## src/rtl/conv_frame_sequencer_if.sv

```systemverilog
// Bus bundle between the frame sequencer, the pixel memory read port and conv_buffer.
// The master side is the sequencer; the slave side is the memory/buffer environment.
interface conv_frame_sequencer_if #(
   parameter int DATA_WIDTH = 8,
   parameter int LW         = 11,
   parameter int ADDR_WIDTH = 22
);
   logic                  mem_rd_en;
   logic [ADDR_WIDTH-1:0] mem_rd_addr;
   logic [DATA_WIDTH-1:0] mem_rd_data;
   logic                  buf_valid_in;
   logic [DATA_WIDTH-1:0] buf_in_point;
   logic [LW-1:0]         buf_frame_column_size;
   logic [LW-1:0]         buf_frame_row_size;
   logic                  buf_valid_out;

   modport master (
      output mem_rd_en, mem_rd_addr,
      input  mem_rd_data,
      output buf_valid_in, buf_in_point, buf_frame_column_size, buf_frame_row_size,
      input  buf_valid_out
   );

   modport slave (
      input  mem_rd_en, mem_rd_addr,
      output mem_rd_data,
      input  buf_valid_in, buf_in_point, buf_frame_column_size, buf_frame_row_size,
      output buf_valid_out
   );
endinterface

```

## src/rtl/conv_frame_sequencer.sv

```systemverilog
// Streams one raster-order frame from pixel memory into conv_buffer, waits for the
// buffer's tail windows, counts emitted windows and signals completion.
module conv_frame_sequencer #(
   parameter int DATA_WIDTH    = 8,
   parameter int BUFFER_LENGTH = 2000,
   parameter int ADDR_WIDTH    = 22,
   parameter int DRAIN_CYCLES  = 3,
   localparam int LW           = $clog2(BUFFER_LENGTH)
) (
   input  logic                   clk,
   input  logic                   rst,
   input  logic                   start,
   input  logic [LW-1:0]          cfg_cols,
   input  logic [LW-1:0]          cfg_rows,
   input  logic [ADDR_WIDTH-1:0]  cfg_base_addr,
   input  logic                   stall,
   conv_frame_sequencer_if.master bus,
   output logic                   busy,
   output logic                   done,
   output logic                   cfg_err,
   output logic [2*LW-1:0]        window_count
);

   localparam int DW = (DRAIN_CYCLES > 0) ? $clog2(DRAIN_CYCLES + 1) : 1;

   localparam logic [2*LW-1:0]       IDX_ZERO   = {(2*LW){1'b0}};
   localparam logic [2*LW-1:0]       IDX_ONE    = {{(2*LW-1){1'b0}}, 1'b1};
   localparam logic [2*LW-1:0]       WC_MAX     = {(2*LW){1'b1}};
   localparam logic [ADDR_WIDTH-1:0] ADDR_ZERO  = {ADDR_WIDTH{1'b0}};
   localparam logic [ADDR_WIDTH-1:0] ADDR_ONE   = {{(ADDR_WIDTH-1){1'b0}}, 1'b1};
   localparam logic [LW-1:0]         LW_ZERO    = {LW{1'b0}};
   localparam logic [LW-1:0]         LW_TWO     = LW'(2);
   localparam logic [DW-1:0]         DRAIN_ZERO = {DW{1'b0}};
   localparam logic [DW-1:0]         DRAIN_ONE  = {{(DW-1){1'b0}}, 1'b1};
   localparam logic [DW-1:0]         DRAIN_LAST = DW'(DRAIN_CYCLES);

   typedef enum logic [1:0] {
      ST_IDLE   = 2'd0,
      ST_STREAM = 2'd1,
      ST_DRAIN  = 2'd2,
      ST_DONE   = 2'd3
   } state_t;

   state_t                state_r;
   logic [LW-1:0]         cols_r;
   logic [LW-1:0]         rows_r;
   logic [ADDR_WIDTH-1:0] addr_r;
   logic [2*LW-1:0]       idx_r;
   logic [2*LW-1:0]       last_idx_r;
   logic [DW-1:0]         drain_cnt_r;
   logic                  cfg_err_r;
   logic                  valid_in_r;
   logic [2*LW-1:0]       window_count_r;
   logic                  rd_fire_s;
   logic                  frame_ok_s;
   logic [2*LW-1:0]       last_idx_s;

   assign frame_ok_s = (cfg_cols >= LW_TWO) && (cfg_rows >= LW_TWO);
   assign last_idx_s = ((2*LW)'(cfg_cols) * (2*LW)'(cfg_rows)) - IDX_ONE;

   // A read issues in every unstalled STREAM cycle; stall acts in the same cycle.
   always_comb begin
      rd_fire_s = 1'b0;
      if ((state_r == ST_STREAM) && !stall) begin
         rd_fire_s = 1'b1;
      end else begin
         rd_fire_s = 1'b0;
      end
   end

   // Frame control FSM: latch geometry, walk the pixel index, drain, report.
   always_ff @(posedge clk or posedge rst) begin
      if (rst) begin
         state_r     <= ST_IDLE;
         cols_r      <= LW_ZERO;
         rows_r      <= LW_ZERO;
         addr_r      <= ADDR_ZERO;
         idx_r       <= IDX_ZERO;
         last_idx_r  <= IDX_ZERO;
         drain_cnt_r <= DRAIN_ZERO;
         cfg_err_r   <= 1'b0;
      end else begin
         case (state_r)
            ST_IDLE: begin
               if (start) begin
                  cols_r      <= cfg_cols;
                  rows_r      <= cfg_rows;
                  addr_r      <= cfg_base_addr;
                  idx_r       <= IDX_ZERO;
                  last_idx_r  <= last_idx_s;
                  drain_cnt_r <= DRAIN_ZERO;
                  if (frame_ok_s) begin
                     state_r   <= ST_STREAM;
                     cfg_err_r <= 1'b0;
                  end else begin
                     state_r   <= ST_DONE;
                     cfg_err_r <= 1'b1;
                  end
               end
            end
            ST_STREAM: begin
               // addr_r tracks base + index and wraps naturally at ADDR_WIDTH.
               if (rd_fire_s) begin
                  addr_r <= addr_r + ADDR_ONE;
                  idx_r  <= idx_r + IDX_ONE;
                  if (idx_r == last_idx_r) begin
                     state_r <= ST_DRAIN;
                  end
               end
            end
            ST_DRAIN: begin
               if (drain_cnt_r == DRAIN_LAST) begin
                  state_r <= ST_DONE;
               end else begin
                  drain_cnt_r <= drain_cnt_r + DRAIN_ONE;
               end
            end
            ST_DONE: begin
               state_r   <= ST_IDLE;
               cfg_err_r <= 1'b0;
            end
            default: begin
               state_r <= ST_IDLE;
            end
         endcase
      end
   end

   // Memory data arrives one cycle after the strobe, so valid_in is the delayed strobe.
   always_ff @(posedge clk or posedge rst) begin
      if (rst) begin
         valid_in_r <= 1'b0;
      end else begin
         valid_in_r <= rd_fire_s;
      end
   end

   // Saturating count of buffer output windows for the active or most recent frame.
   always_ff @(posedge clk or posedge rst) begin
      if (rst) begin
         window_count_r <= IDX_ZERO;
      end else if ((state_r == ST_IDLE) && start) begin
         window_count_r <= IDX_ZERO;
      end else if (bus.buf_valid_out && (state_r != ST_IDLE) && (window_count_r != WC_MAX)) begin
         window_count_r <= window_count_r + IDX_ONE;
      end
   end

   assign bus.mem_rd_en             = rd_fire_s;
   assign bus.mem_rd_addr           = addr_r;
   assign bus.buf_valid_in          = valid_in_r;
   assign bus.buf_in_point          = bus.mem_rd_data;
   assign bus.buf_frame_column_size = cols_r;
   assign bus.buf_frame_row_size    = rows_r;
   assign busy                      = (state_r == ST_STREAM) || (state_r == ST_DRAIN);
   assign done                      = (state_r == ST_DONE);
   assign cfg_err                   = cfg_err_r;
   assign window_count              = window_count_r;

endmodule

```

## src/flat_wrapper.sv

```systemverilog
// flat-port wrapper written by rule: the top's interface ports become plain ports
module conv_frame_sequencer_flat 
#(
   parameter int DATA_WIDTH    = 8,
   parameter int BUFFER_LENGTH = 2000,
   parameter int ADDR_WIDTH    = 22,
   parameter int DRAIN_CYCLES  = 3,
   localparam int LW           = $clog2(BUFFER_LENGTH)
)
  (clk, rst, start, cfg_cols, cfg_rows, cfg_base_addr, stall, busy, done, cfg_err, window_count, bus_mem_rd_en, bus_mem_rd_addr, bus_mem_rd_data, bus_buf_valid_in, bus_buf_in_point, bus_buf_frame_column_size, bus_buf_frame_row_size, bus_buf_valid_out);
  conv_frame_sequencer_if #(.DATA_WIDTH(DATA_WIDTH), .LW((11)), .ADDR_WIDTH(ADDR_WIDTH)) bus_i ();
  input  logic clk;
  input  logic rst;
  input  logic start;
  input  logic [LW-1:0] cfg_cols;
  input  logic [LW-1:0] cfg_rows;
  input  logic [ADDR_WIDTH-1:0] cfg_base_addr;
  input  logic stall;
  output logic busy;
  output logic done;
  output logic cfg_err;
  output logic [2*LW-1:0] window_count;
  output wire logic [$bits(bus_i.mem_rd_en)-1:0] bus_mem_rd_en;
  output wire logic [$bits(bus_i.mem_rd_addr)-1:0] bus_mem_rd_addr;
  input wire logic [$bits(bus_i.mem_rd_data)-1:0] bus_mem_rd_data;
  output wire logic [$bits(bus_i.buf_valid_in)-1:0] bus_buf_valid_in;
  output wire logic [$bits(bus_i.buf_in_point)-1:0] bus_buf_in_point;
  output wire logic [$bits(bus_i.buf_frame_column_size)-1:0] bus_buf_frame_column_size;
  output wire logic [$bits(bus_i.buf_frame_row_size)-1:0] bus_buf_frame_row_size;
  input wire logic [$bits(bus_i.buf_valid_out)-1:0] bus_buf_valid_out;
  assign bus_mem_rd_en = bus_i.mem_rd_en;
  assign bus_mem_rd_addr = bus_i.mem_rd_addr;
  assign bus_i.mem_rd_data = bus_mem_rd_data;
  assign bus_buf_valid_in = bus_i.buf_valid_in;
  assign bus_buf_in_point = bus_i.buf_in_point;
  assign bus_buf_frame_column_size = bus_i.buf_frame_column_size;
  assign bus_buf_frame_row_size = bus_i.buf_frame_row_size;
  assign bus_i.buf_valid_out = bus_buf_valid_out;
  conv_frame_sequencer #(.DATA_WIDTH(DATA_WIDTH), .BUFFER_LENGTH(BUFFER_LENGTH), .ADDR_WIDTH(ADDR_WIDTH), .DRAIN_CYCLES(DRAIN_CYCLES)) u_core (.clk(clk), .rst(rst), .start(start), .cfg_cols(cfg_cols), .cfg_rows(cfg_rows), .cfg_base_addr(cfg_base_addr), .stall(stall), .bus(bus_i), .busy(busy), .done(done), .cfg_err(cfg_err), .window_count(window_count));
endmodule
```

## config.mk

```make
export PLATFORM = sky130hd
export DESIGN_NAME = conv_frame_sequencer_flat
export DESIGN_NICKNAME = d
export VERILOG_FILES = /design/src/rtl/conv_frame_sequencer_if.sv /design/src/rtl/conv_frame_sequencer.sv /design/src/flat_wrapper.sv
export SDC_FILE = /design/constraint.sdc
export NUM_CORES = 1
export LEC_CHECK = 0
export ABC_AREA = 1
export BUFFER_PORTS_ARGS = -buffer_cell sky130_fd_sc_hd__buf_2
export CAP_MARGIN = 20
export CORE_MARGIN = 2
export CORE_UTILIZATION = 50
export CTS_BUF_LIST = sky130_fd_sc_hd__clkbuf_4 sky130_fd_sc_hd__clkbuf_8 sky130_fd_sc_hd__clkbuf_16
export DETAILED_ROUTE_END_ITERATION = 8
export PLACE_DENSITY = 0.7
export SYNTH_ARGS = -nofsm -noshare
export SYNTH_HDL_FRONTEND = slang
export SYNTH_SLANG_ARGS = --single-unit
```

## constraint.sdc

```tcl
create_clock -name clk -period 7.8 [get_ports clk]
set_clock_uncertainty 0.1 [all_clocks]
set_input_delay 0.78 -clock clk [delete_from_list [all_inputs] [get_ports clk]]
set_output_delay 0.78 -clock clk [all_outputs]
set_load 0.01 [all_outputs]
```

# Word level (Yosys, flattened, before mapping)
# Index checks and enable logic that the tools add are counted.
[totals]
ff_bits = 116
latch_bits = 0
mem_bits_rw = 0
mem_bits_ro = 0
in_bits = 57
out_inout_bits = 79
elab_cells = 68
mem_count = 0
[op_classes]
addsub = 5
mul = 1
div_mod_pow = 0
magnitude_cmp = 2
n_eq_ne = 11
shifts = 0
mux = 21
bitwise = 0
n_reduce_logical = 18
[ops]
columns = ["cell", "count"]
rows = [
  ["$mux W22", 6],
  ["$pmux W22 S2", 2],
  ["$add A22 B1 Y22 const B", 3],
  ["$eq A22 B22 Y1", 1],
  ["$ge A11 B2 Y1 const B", 2],
  ["$mul A11 B11 Y22", 1],
  ["$ne A22 B22 Y1 const B", 1],
  ["$sub A22 B1 Y22 const B", 1],
  ["$mux W2", 7],
  ["$reduce_bool A2 Y1", 5],
  ["$pmux W2 S4", 1],
  ["$eq A2 B2 Y1 const B", 3],
  ["$ne A2 B1 Y1 const B", 3],
  ["$reduce_and A3 Y1", 2],
  ["$logic_and A1 B1 Y1", 5],
  ["$ne A2 B2 Y1 const B", 2],
  ["$pmux W2 S2", 1],
  ["$reduce_and A2 Y1", 2],
  ["$reduce_and A4 Y1", 1],
  ["$mux W1", 3],
  ["$add A2 B1 Y2 const B", 1],
  ["$eq A2 B1 Y1 const B", 1],
  ["$logic_not A2 Y1", 1],
  ["$pmux W1 S2", 1],
  ["2 further kinds", 2],
]

# Depth between registers and ports, before layout
[logic_depth]
depth_word = 5
mapped_depth = 24
ltp_nobuf = 23

# Worst setup path before layout
# OpenSTA, ideal clock, no wires.
[synth_timing]
kind = "in2reg"
from = "input port cfg_rows[5]"
to = "register u_core.last_idx_r[11]"
t_arrival_ns = 4.939
slack_ns = 2.628
cell_stages = 18
n_path_buf = 1
path_cell_list = "clkbuf_1 > nand2_1 > fa_1 > fa_1 > inv_1 > fa_1 > fa_1 > inv_1 > fa_1 > inv_1 > ha_1 > nand2_1 > inv_1 > a21oi_1 > nand3_1 > or2_2 > nand3_1 > o21ai_0"
[synth_between]
elab_chain_len = 2
[synth_lines]
columns = ["element", "line_no", "source"]
rows = [
  ["start: declaration", "flat_wrapper.sv:16", "input logic [LW-1:0] cfg_rows;"],
  ["$mul A11 B11 Y22", "conv_frame_sequencer.sv:59", "assign last_idx_s = ((2*LW)'(cfg_cols) * (2*LW)'(cfg_rows)) - IDX_ONE;"],
  ["$sub A22 B1 Y22", "conv_frame_sequencer.sv:59", ""],
  ["end signal: assignment", "conv_frame_sequencer.sv:90", "last_idx_r <= last_idx_s;"],
  ["end: declaration", "conv_frame_sequencer.sv:49", "logic [2*LW-1:0] last_idx_r;"],
]
# Every way passes these cells.
# A chain may end at the register's enable or synchronous reset.

# Final worst setup path
[layout_timing]
from = "input port cfg_rows[5]"
to = "register u_core.last_idx_r[16]"
# The elaborated chain is that of the path after synthesis.

==> results.md <==
- Status: completed
- Post-DRT Antenna Nets: 0
- Register area share after synthesis: 0.253
- Hold buffer count at CTS: 0
- Max-slew violations: 0
- Io pins: 136
- Clock share of power: 0.179
- Drt drc: 0
- Synth Instances: 1629
- Synthesized net count: 1844
- Final count of negative-setup-slack endpoints: 0
- Critical setup path kind: in2reg
- Routed len/inst: 13.3 µm
- Most frequent cell on the critical path: nand2_1
- CTS Sinks: 116
- Post-synth EDFFs: 0
- Data required, critical path: 8010 ps
- Worst-Margin Slew: 941 ps
- Final WS setup: 2820 ps
- Initial antenna violation count: 0
- Peak VDD IR: 0.266 mV
- Root buffer cell: clkbuf_16
- DP HPWL: 20.3 mm
- Min cycle time layout: 4980 ps
- WP buf/inv: 4
- Final net count: 1926
- Post-CTS Setup Repair Bufs: 0
- Ys Warns: 0
- Ys async rst share: 1.00
- CP delay by family, top: adder cells
- Die Ht: 156 µm
- Sequential power share: 0.204
- CP endpoint kind: flop
- CTS buffer count: 17
- Synth Cell Area: 0.0115 mm²
- Max H-tree Level: 4
- Clock latency on the worst-skew pair: 420 ps
- Initial drt markers: 715
- LEAKAGE: 0.00707 µW
- GRT Util Overall: 0.235
- P per Cell Area: 375 mW/mm²
- Worst-path clk slew: 60 ps
- CP Max Fanout: 12
- Initial Utilization: 0.509
- Seq cells post-synth: 116
- Maxcap violations: 0
- Fraction of layout cells with a size suffix above 1: 0.109
- Pin count of the biggest net entering global routing: 87
- Switching portion of total power: 0.494
- Number of hold violations in the final report: 0
- Internal: 2430 µW
- First-pass GRT wire length: 46.8 mm
- Slowest Stage Delay on Critical Path: 540 ps
- DP Worst Slack: 2370 ps
- Arrival time worst endpoint: 5200 ps
- Placed cells: 1977
- Top FF cell, synth: dfrtp_1
- Vias: 10320
- CTS tree: built
- Die Width: 156 µm
- Total wire length: 26.8 mm
- Vias per cell: 5.14
- Switch Pwr: 2370 µW
- Vias in the first global route: 10014
- Post-Layout Cell Count: 2009
- Period utilization: 0.639
- Rows: 55
- Inserted Diodes: 0
- Area Overhead vs Synth: 11.4%
- TritonRoute pass-1 iters: 7
- Crit path cell chain: buf_2, nand2_1, fa_1, fa_1, inv_1, fa_1, fa_1, inv_1, fa_1, inv_1, ha_1, nand2_1, nor2_1, nand3_1, nand3_1, nand2_1, nand2_1, nand2_1, nand3_1, nand2_1
- Distinct cells, synth: 48
- Worst min path class: in2async
- Core area: 0.0226 mm²
- Clock buffer depth: 2
- Grt ovf: 0
- Logic pwr share: 0.617
- FMAX: 0.201 GHz
- Syn avg cell area: 7.05 µm²
- GP Congestion: 0.873
- Setup TNS: 0 ps
- CP Launch Type: primary input
- Max-slew headroom: 0.369
- Port-buffer cells: 119
- PostCTS Resize Cnt: 0
- RSZ-0062 raised after global routing: no
- Crit-path slowest cell: fa_1
- Full die area: 0.0242 mm²
## kinds of logic (layout without fill, tap and decap cells)
group,after synthesis,in the layout,share of synthesized area
and+or+nand+nor,801,801,0.294
buffers and inverters,383,478,0.133
adders and majority gates,158,158,0.230
AOI/OAI and AO/OA,145,145,0.0709
DFF,116,116,0.253
xor gates and xnor gates,26,26,0.0198
## metal layers
layer / wire length, µm / GRT usage / vias up
met5: 0 / 0 / -
met4: 312 / 0.0533 / 0
met3: 1410 / 0.0350 / 24
met2: 12800 / 0.393 / 269
met1: 12300 / 0.324 / 4879
li1: - / - / 5148
## area by class of cell
cell class | count | area, µm²
multi-input cells | 1130 | 7060
repair buffers | 123 | 626
inverters | 323 | 1210
well taps | 285 | 357
clock buffers | 17 | 425
fillers | 2169 | 9760
flip-flops and latches | 116 | 2900
clock inverters | 15 | 220
## flip-flops by register name (all words and copies together), names as in the netlist
register	cells
u_core.state_r	2
u_core.idx_r	22
u_core.cfg_err	1
u_core.bus.buf_frame_column_size	11
u_core.bus.buf_frame_row_size	11
u_core.last_idx_r	22
u_core.bus.mem_rd_addr	22
u_core.drain_cnt_r	2
u_core.window_count	22
u_core.bus.buf_valid_in	1
## placed cells by master (no fill, tap or decap), types with 37 or more instances in the layout
cell     synthesis  layout
a21oi_1         37      37
buf_2            4     119
dfrtp_1        116     116
fa_1            88      88
ha_1            70      70
inv_1          320     319
nand2_1        510     509
nand3_1         94      94
nor2_1         110     110
o21ai_0         78      78
## power by group through the flow
stage | sequential [µW] | combinational, µW | clock [µW]
finish | 981 | 2960 | 861
global route | 1010 | 3470 | 900
CTS | 978 | 2990 | 875
detailed placement | 984 | 2970 | 0
global placement | 980 | 2910 | 0
floorplan | 999 | 2270 | 0
## path summary, 6_finish.rpt
| kind | start | end | slack (ps) | depth (start not counted) |
|---|---|---|---|---|
| worst max-delay path | cfg_rows[5] | u_core.last_idx_r[16] | 2820 | 20 |
| worst min-delay path | rst | u_core.cfg_err | 320 | 2 |
| worst max register to register | u_core.state_r[0] | u_core.window_count[19] | 4150 | 8 |
| worst min register to register | u_core.bus.buf_frame_column_size[2] | u_core.bus.buf_frame_column_size[2] | 370 | 2 |
| max in group asynchronous | rst | u_core.idx_r[9] | 5960 | 3 |
| min in group clk | u_core.bus.buf_frame_column_size[2] | u_core.bus.buf_frame_column_size[2] | 370 | 2 |
## through the flow
stage                     power, µW   util  instance area (µm²)  hold slack, ps
after floorplan                3270      -                11500             368
after global placement         3890  0.539                12200             360
after detailed placement       3950  0.539                12200             360
after CTS                      4840  0.567                12800             339
after global routing           5370  0.567                12800             370
final                          4810  0.567                12800             317
## cells in the mapped netlist, types with 11 or more instances
master | instances | area [µm²]
fa_1 | 88 | 1760
ha_1 | 70 | 876
dfrtp_1 | 116 | 2900
inv_1 | 320 | 1200
xor2_1 | 15 | 131
xnor2_1 | 11 | 96.3
nor2_1 | 110 | 413
clkbuf_1 | 37 | 139
nand3_1 | 94 | 470
nand4_1 | 26 | 163
nor3_1 | 23 | 115
a21oi_1 | 37 | 185
o21ai_0 | 78 | 390
nand3b_1 | 12 | 90.1
nand2_1 | 510 | 1910
Note: power is estimated with default switching activity, not from simulation.
